[config.mk]
export PLATFORM = sky130hd
export DESIGN_NAME = c4_move_ctrl
export DESIGN_NICKNAME = d
export VERILOG_FILES = /design/src/rtl/c4_move_ctrl.sv
export SDC_FILE = /design/constraint.sdc
export NUM_CORES = 1
export LEC_CHECK = 0
export CAP_MARGIN = 20
export CORE_UTILIZATION = 44
export CTS_CLUSTER_DIAMETER = 50
export CTS_CLUSTER_SIZE = 24
export DETAILED_ROUTE_END_ITERATION = 12
export PLACE_DENSITY = 0.82
export SKIP_LAST_GASP = 1
export SYNTH_ARGS = -nofsm -noshare
export SYNTH_HDL_FRONTEND = slang
export SYNTH_SLANG_ARGS = --single-unit
export TNS_END_PERCENT = 20
[constraint.sdc]
create_clock -name clk -period 4.2 [get_ports clk]
set_clock_uncertainty 0.2 [all_clocks]
set_input_delay 0.84 -clock clk [delete_from_list [all_inputs] [get_ports clk]]
set_output_delay 0.84 -clock clk [all_outputs]
set_load 0.02 [all_outputs]
[src/rtl/c4_move_ctrl.sv]
// Connect-4 move sequencer: finds the landing cell for a column drop, places the mover's
// piece, presents it to the external win checker and records win, draw or turn change.
module c4_move_ctrl #(
   parameter int FIRST_PLAYER = 0,
   parameter int CHECK_WAIT   = 1
) (
   input  logic        clk,
   input  logic        rst_n,
   input  logic        new_game,
   input  logic        move_valid,
   input  logic [2:0]  move_col,
   output logic        move_ready,
   output logic        move_ack,
   output logic        move_err,
   output logic [41:0] chk_encoding,
   output logic [5:0]  chk_pos,
   input  logic        chk_done,
   output logic [41:0] board_p0,
   output logic [41:0] board_p1,
   output logic        turn,
   output logic        game_over,
   output logic [1:0]  winner,
   output logic [5:0]  move_cnt
);

   localparam int WAIT_W = (CHECK_WAIT > 1) ? $clog2(CHECK_WAIT) : 1;

   typedef enum logic [2:0] {
      IDLE,
      SCAN,
      PLACE,
      CHECK,
      RESOLVE,
      OVER
   } state_t;

   state_t              state;
   state_t              state_nxt;
   logic [2:0]          col;
   logic [2:0]          row;
   logic [WAIT_W-1:0]   wait_cnt;
   logic                done_q;
   logic [41:0]         occ_board;
   logic [5:0]          scan_idx;
   logic                occ;
   logic                wait_last;
   logic                accept;

   assign occ_board    = board_p0 | board_p1;
   assign scan_idx     = 6'(row) * 6'd7 + 6'(col);
   assign occ          = occ_board[scan_idx];
   assign wait_last    = (wait_cnt == WAIT_W'(CHECK_WAIT - 1));
   assign chk_encoding = turn ? board_p1 : board_p0;
   assign accept       = move_valid && move_ready && !new_game;

   always_ff @(posedge clk or negedge rst_n) begin
      if (!rst_n) begin
         state <= IDLE;
      end else begin
         state <= state_nxt;
      end
   end

   // New_game overrides every transition, aborting a move wherever it is.
   always_comb begin
      state_nxt  = state;
      move_ready = 1'b0;
      case (state)
         IDLE: begin
            move_ready = !game_over;
            if (move_valid && move_ready && (move_col <= 3'd6)) begin
               state_nxt = SCAN;
            end
         end
         SCAN: begin
            if (!occ) begin
               state_nxt = PLACE;
            end else if (row == 3'd0) begin
               state_nxt = IDLE;
            end
         end
         PLACE: begin
            state_nxt = CHECK;
         end
         CHECK: begin
            if (wait_last) begin
               state_nxt = RESOLVE;
            end
         end
         RESOLVE: begin
            if (done_q || (move_cnt == 6'd42)) begin
               state_nxt = OVER;
            end else begin
               state_nxt = IDLE;
            end
         end
         OVER: begin
            state_nxt = OVER;
         end
         default: begin
            state_nxt = IDLE;
         end
      endcase
      if (new_game) begin
         state_nxt = IDLE;
      end
   end

   // Scanning starts at the bottom row and climbs toward row 0 until an empty cell appears.
   always_ff @(posedge clk or negedge rst_n) begin
      if (!rst_n) begin
         board_p0  <= '0;
         board_p1  <= '0;
         chk_pos   <= '0;
         move_cnt  <= '0;
         winner    <= '0;
         game_over <= 1'b0;
         move_ack  <= 1'b0;
         move_err  <= 1'b0;
         turn      <= 1'(FIRST_PLAYER);
         col       <= '0;
         row       <= '0;
         wait_cnt  <= '0;
         done_q    <= 1'b0;
      end else begin
         move_ack <= 1'b0;
         move_err <= 1'b0;
         if (new_game) begin
            board_p0  <= '0;
            board_p1  <= '0;
            chk_pos   <= '0;
            move_cnt  <= '0;
            winner    <= '0;
            game_over <= 1'b0;
            turn      <= 1'(FIRST_PLAYER);
            wait_cnt  <= '0;
            done_q    <= 1'b0;
         end else begin
            case (state)
               IDLE: begin
                  if (accept) begin
                     if (move_col > 3'd6) begin
                        move_err <= 1'b1;
                     end else begin
                        col <= move_col;
                        row <= 3'd5;
                     end
                  end
               end
               SCAN: begin
                  if (!occ) begin
                     chk_pos <= scan_idx;
                  end else if (row != 3'd0) begin
                     row <= row - 3'd1;
                  end else begin
                     move_err <= 1'b1;
                  end
               end
               PLACE: begin
                  if (turn) begin
                     board_p1 <= board_p1 | (42'd1 << chk_pos);
                  end else begin
                     board_p0 <= board_p0 | (42'd1 << chk_pos);
                  end
                  move_cnt <= move_cnt + 6'd1;
                  wait_cnt <= '0;
               end
               CHECK: begin
                  if (wait_last) begin
                     done_q <= chk_done;
                  end else begin
                     wait_cnt <= wait_cnt + WAIT_W'(1);
                  end
               end
               RESOLVE: begin
                  move_ack <= 1'b1;
                  if (done_q) begin
                     winner    <= turn ? 2'b10 : 2'b01;
                     game_over <= 1'b1;
                  end else if (move_cnt == 6'd42) begin
                     winner    <= 2'b11;
                     game_over <= 1'b1;
                  end else begin
                     turn <= ~turn;
                  end
               end
               default: begin
               end
            endcase
         end
      end
   end

endmodule
==> results.cfg, run 1 <==
[clocking]
clock_path_buffers = 2
htreeDepth = 3
clock_latency_ns = 0.36
cts-hold-fix-buffers = 0
cts_made_buffers = 9
tritoncts = yes
cts_root_buffer = clkbuf_16
cts_sinks = 112
path_clk_slew_ns = 0.07

[sta]
period_needed_ns = 4.23
rsz0062_at_grt = true
drv_slew = 0
fin_ws_ns = -0.0273
worstMarginPinSlew_ns = 1.17
hold_viol = 0
relSlewSlack_pct = 22.0
timing.fmax_mhz = 237
fin_crit_sh_pct = 101
setup_viol = 1
fin_setup_tns_ns = -0.0273

[detailed_routing]
vias = 5294
wl_per_cell_um = 18.7
drt_iter0_drc = 447
viasPerCell = 5.74
drt-total-wl_um = 17200
firstDrtPassIters = 5
antenna_left = 0
drc = 0

[critical_path]
cp-startpoint = row[2]$_DFFE_PN0P_
r2r-end = move_err$_DFF_PN0_
start_kind = register
worstReg2RegStart = row[2]$_DFFE_PN0P_
crit_arrival_ns = 4.28
path_class = reg2reg
worst-path-max-fanout = 5
cp-endpoint = move_err$_DFF_PN0_
cp_data_required_time_ns = 4.25
endpoint_kind = register
r2r_cells = 11
r2r_slack_ns = -0.03

[floorplanning]
ioPinCount = 153
die_x_um = 117
start_util_pct = 45.4
die_area_mm2 = 0.0136
die_h_um = 117
fp-row-count = 41
core_area_mm2 = 0.0127

[synth]
yosysTopAreaCell = dfrtp_1
synth.mux.area_fraction_pct = 10.4
synth.avg_cell_area_um2 = 9.72
synth_edf_count = 0
synth_top_area_share_pct = 48.5
synth_top_family_by_area = simple AND/OR/NAND/NOR gates
synthAdderAreaFrac_pct = 4.41
yosysUniqueCellTypes = 61
synth_common_cells = nor2_1, dfrtp_1, a21oi_1
synth_most_common_cell = nor2_1
ys_ff_latch = 112
ys.flop_type = dfrtp_1
synth_area_mm2 = 0.00578
yosys_warnings = 0
syn_nets = 621
synthArstFlopShare_pct = 100
synth_compound_area_share_pct = 15.3
synth-xor-area-share_pct = 1.36
yosys-top-cells-area = dfrtp_1, mux2_2, a21oi_1
yosys.area_share.simple_pct = 16.7
synth_cells = 595
yosysSeqAreaShare_pct = 48.5

[placed_design]
placed_area_mm2 = 0.00752
io_buffers = 152
hpwl_um = 12500
place.gp.congestion = 0.918

[final_layout]
postLayoutCoreUtil_pct = 62.2
postLayoutCellArea_mm2 = 0.00791
drive_above_1_share_pct = 14.7
filler_cell_count = 1078
fin_nets = 772
areaGrowthSynthToFinish_pct = 36.8
antenna_cells = 0

[global_route]
grt_pass1_wl_um = 26100
track_usage_pct = 25.5
grt_pass1_vias = 4927
antenna_found_initial = 0
grt_max_degree = 80
grt_overflow_total = 0

[status]
violations = negative setup slack
status = complete, but fails checks

[job]
drv_cap = 0

[pwr]
power_density_mw_per_mm2 = 632
ir_drop_v = 0.000596
leakage_uw = 0.00330

[worst_hold_path]
worstHoldPathType = reg2reg
## power by group
part / internal (µW) / switching, µW / total (µW)
Combinational: 1260 / 1690 / 2940
Sequential: 1130 / 80.9 / 1210
Clock: 460 / 390 / 850
Total: 2850 / 2160 / 5000
## worst min path at each step
stage | start | slack [ns] | end | cells past startpoint
2_1_floorplan | col[0]$_DFFE_PN0P_ | 0.29 | col[0]$_DFFE_PN0P_ | 1
3_3_place_gp | winner[0]$_DFFE_PN0P_ | 0.30 | winner[0]$_DFFE_PN0P_ | 2
3_5_place_dp | col[0]$_DFFE_PN0P_ | 0.31 | col[0]$_DFFE_PN0P_ | 1
4_1_cts | col[0]$_DFFE_PN0P_ | 0.32 | col[0]$_DFFE_PN0P_ | 1
5_1_grt | col[0]$_DFFE_PN0P_ | 0.34 | col[0]$_DFFE_PN0P_ | 1
6_report | col[0]$_DFFE_PN0P_ | 0.32 | col[0]$_DFFE_PN0P_ | 1
## layout make-up
cell class                      instances  area, µm²  area share (%)
Clock buffer                           10        229            2.89
Timing Repair Buffer                  174       1680            21.2
Sequential cell                       112       2800            35.4
Multi-Input combinational cell        434       2870            36.2
Inverter                               15       62.6           0.791
Tap cell                              172        215            2.72
Clock inverter                          5       56.3           0.712
## per-layer routing
metal / track usage, % / vias to the layer above / routed length [µm]
li1: - / 2404 / -
met2: 41.2 / 257 / 8350
met3: 6.07 / 45 / 1380
met1: 33.3 / 2588 / 7040
met4: 10.3 / 0 / 456
met5: 0 / - / 0
## state kept, by name (all words and copies together) (netlist names), 2 cells and up
register and cells:
board_p1 42, move_cnt 6, state 3, winner 2, chk_pos 6, board_p0 42, col 3, row 3
## what timing repair did
action | CTS | global route
buffers inserted | 1 | 1
pin swaps | 3 | 6
setup endpoints to repair | 12 | 12
gates cloned | 0 | 0
resized for setup | 8 | 8
## cell usage in the layout, fill, tap and decap left out, types with 7 or more instances in the layout
cell type,n
nand3_1,8
a21oi_1,100
buf_4,20
nor4_1,7
nand2_1,13
mux2_2,45
clkdlybuf4s50_1,150
inv_1,12
nor3_1,14
clkbuf_16,9
ha_1,13
nor2_1,133
dfrtp_1,111
## worst max-delay path, stage by stage (launching register included)
cell and delay [ns]:
dfrtp_1 0.41, fa_1 0.52, fa_1 0.56, inv_1 0.07
fa_2 0.59, inv_1 0.14, a2111oi_2 0.33, o31a_1 0.19
o31a_1 0.23, o211ai_4 0.10, or4_4 0.51, a2111oi_4 0.28
## cells by family (layout without fill, tap and decap cells)
| family | count (synthesis) | count (layout) |
|---|---|---|
| AND/OR/NAND/NOR | 212 | 212 |
| buffers and inverters | 49 | 204 |
| multiplexers | 50 | 50 |
| adder cells (fa/ha/maj) | 18 | 18 |
| XOR/XNOR | 9 | 9 |
| flip-flops | 112 | 112 |
| AO/OA/AOI/OAI | 145 | 145 |
## per-stage QoR
stage                     hold WS [ns]  setup slack, ns  power (µW)  cells
after floorplan                  0.286           0.0729        2960    595
after global placement           0.303           0.0134        3750    902
after detailed placement         0.308           -0.148        3870    902
after CTS                        0.324           0.0165        4810    918
after global routing             0.338           -0.146        5270    922
final                            0.321          -0.0273        5000    922
(Power assumes the default switching activity.)
==> run 2: changes to the inputs <==
--- a/config.mk
+++ b/config.mk
@@ -5,6 +5,7 @@
 export SDC_FILE = /design/constraint.sdc
 export NUM_CORES = 1
 export LEC_CHECK = 0
+export ABC_CLOCK_PERIOD_IN_PS = 4200
 export CAP_MARGIN = 20
 export CORE_UTILIZATION = 44
 export CTS_CLUSTER_DIAMETER = 50
==> results of run 2 <==
The final DEF is identical to that of run 1; final timing and power are the same.
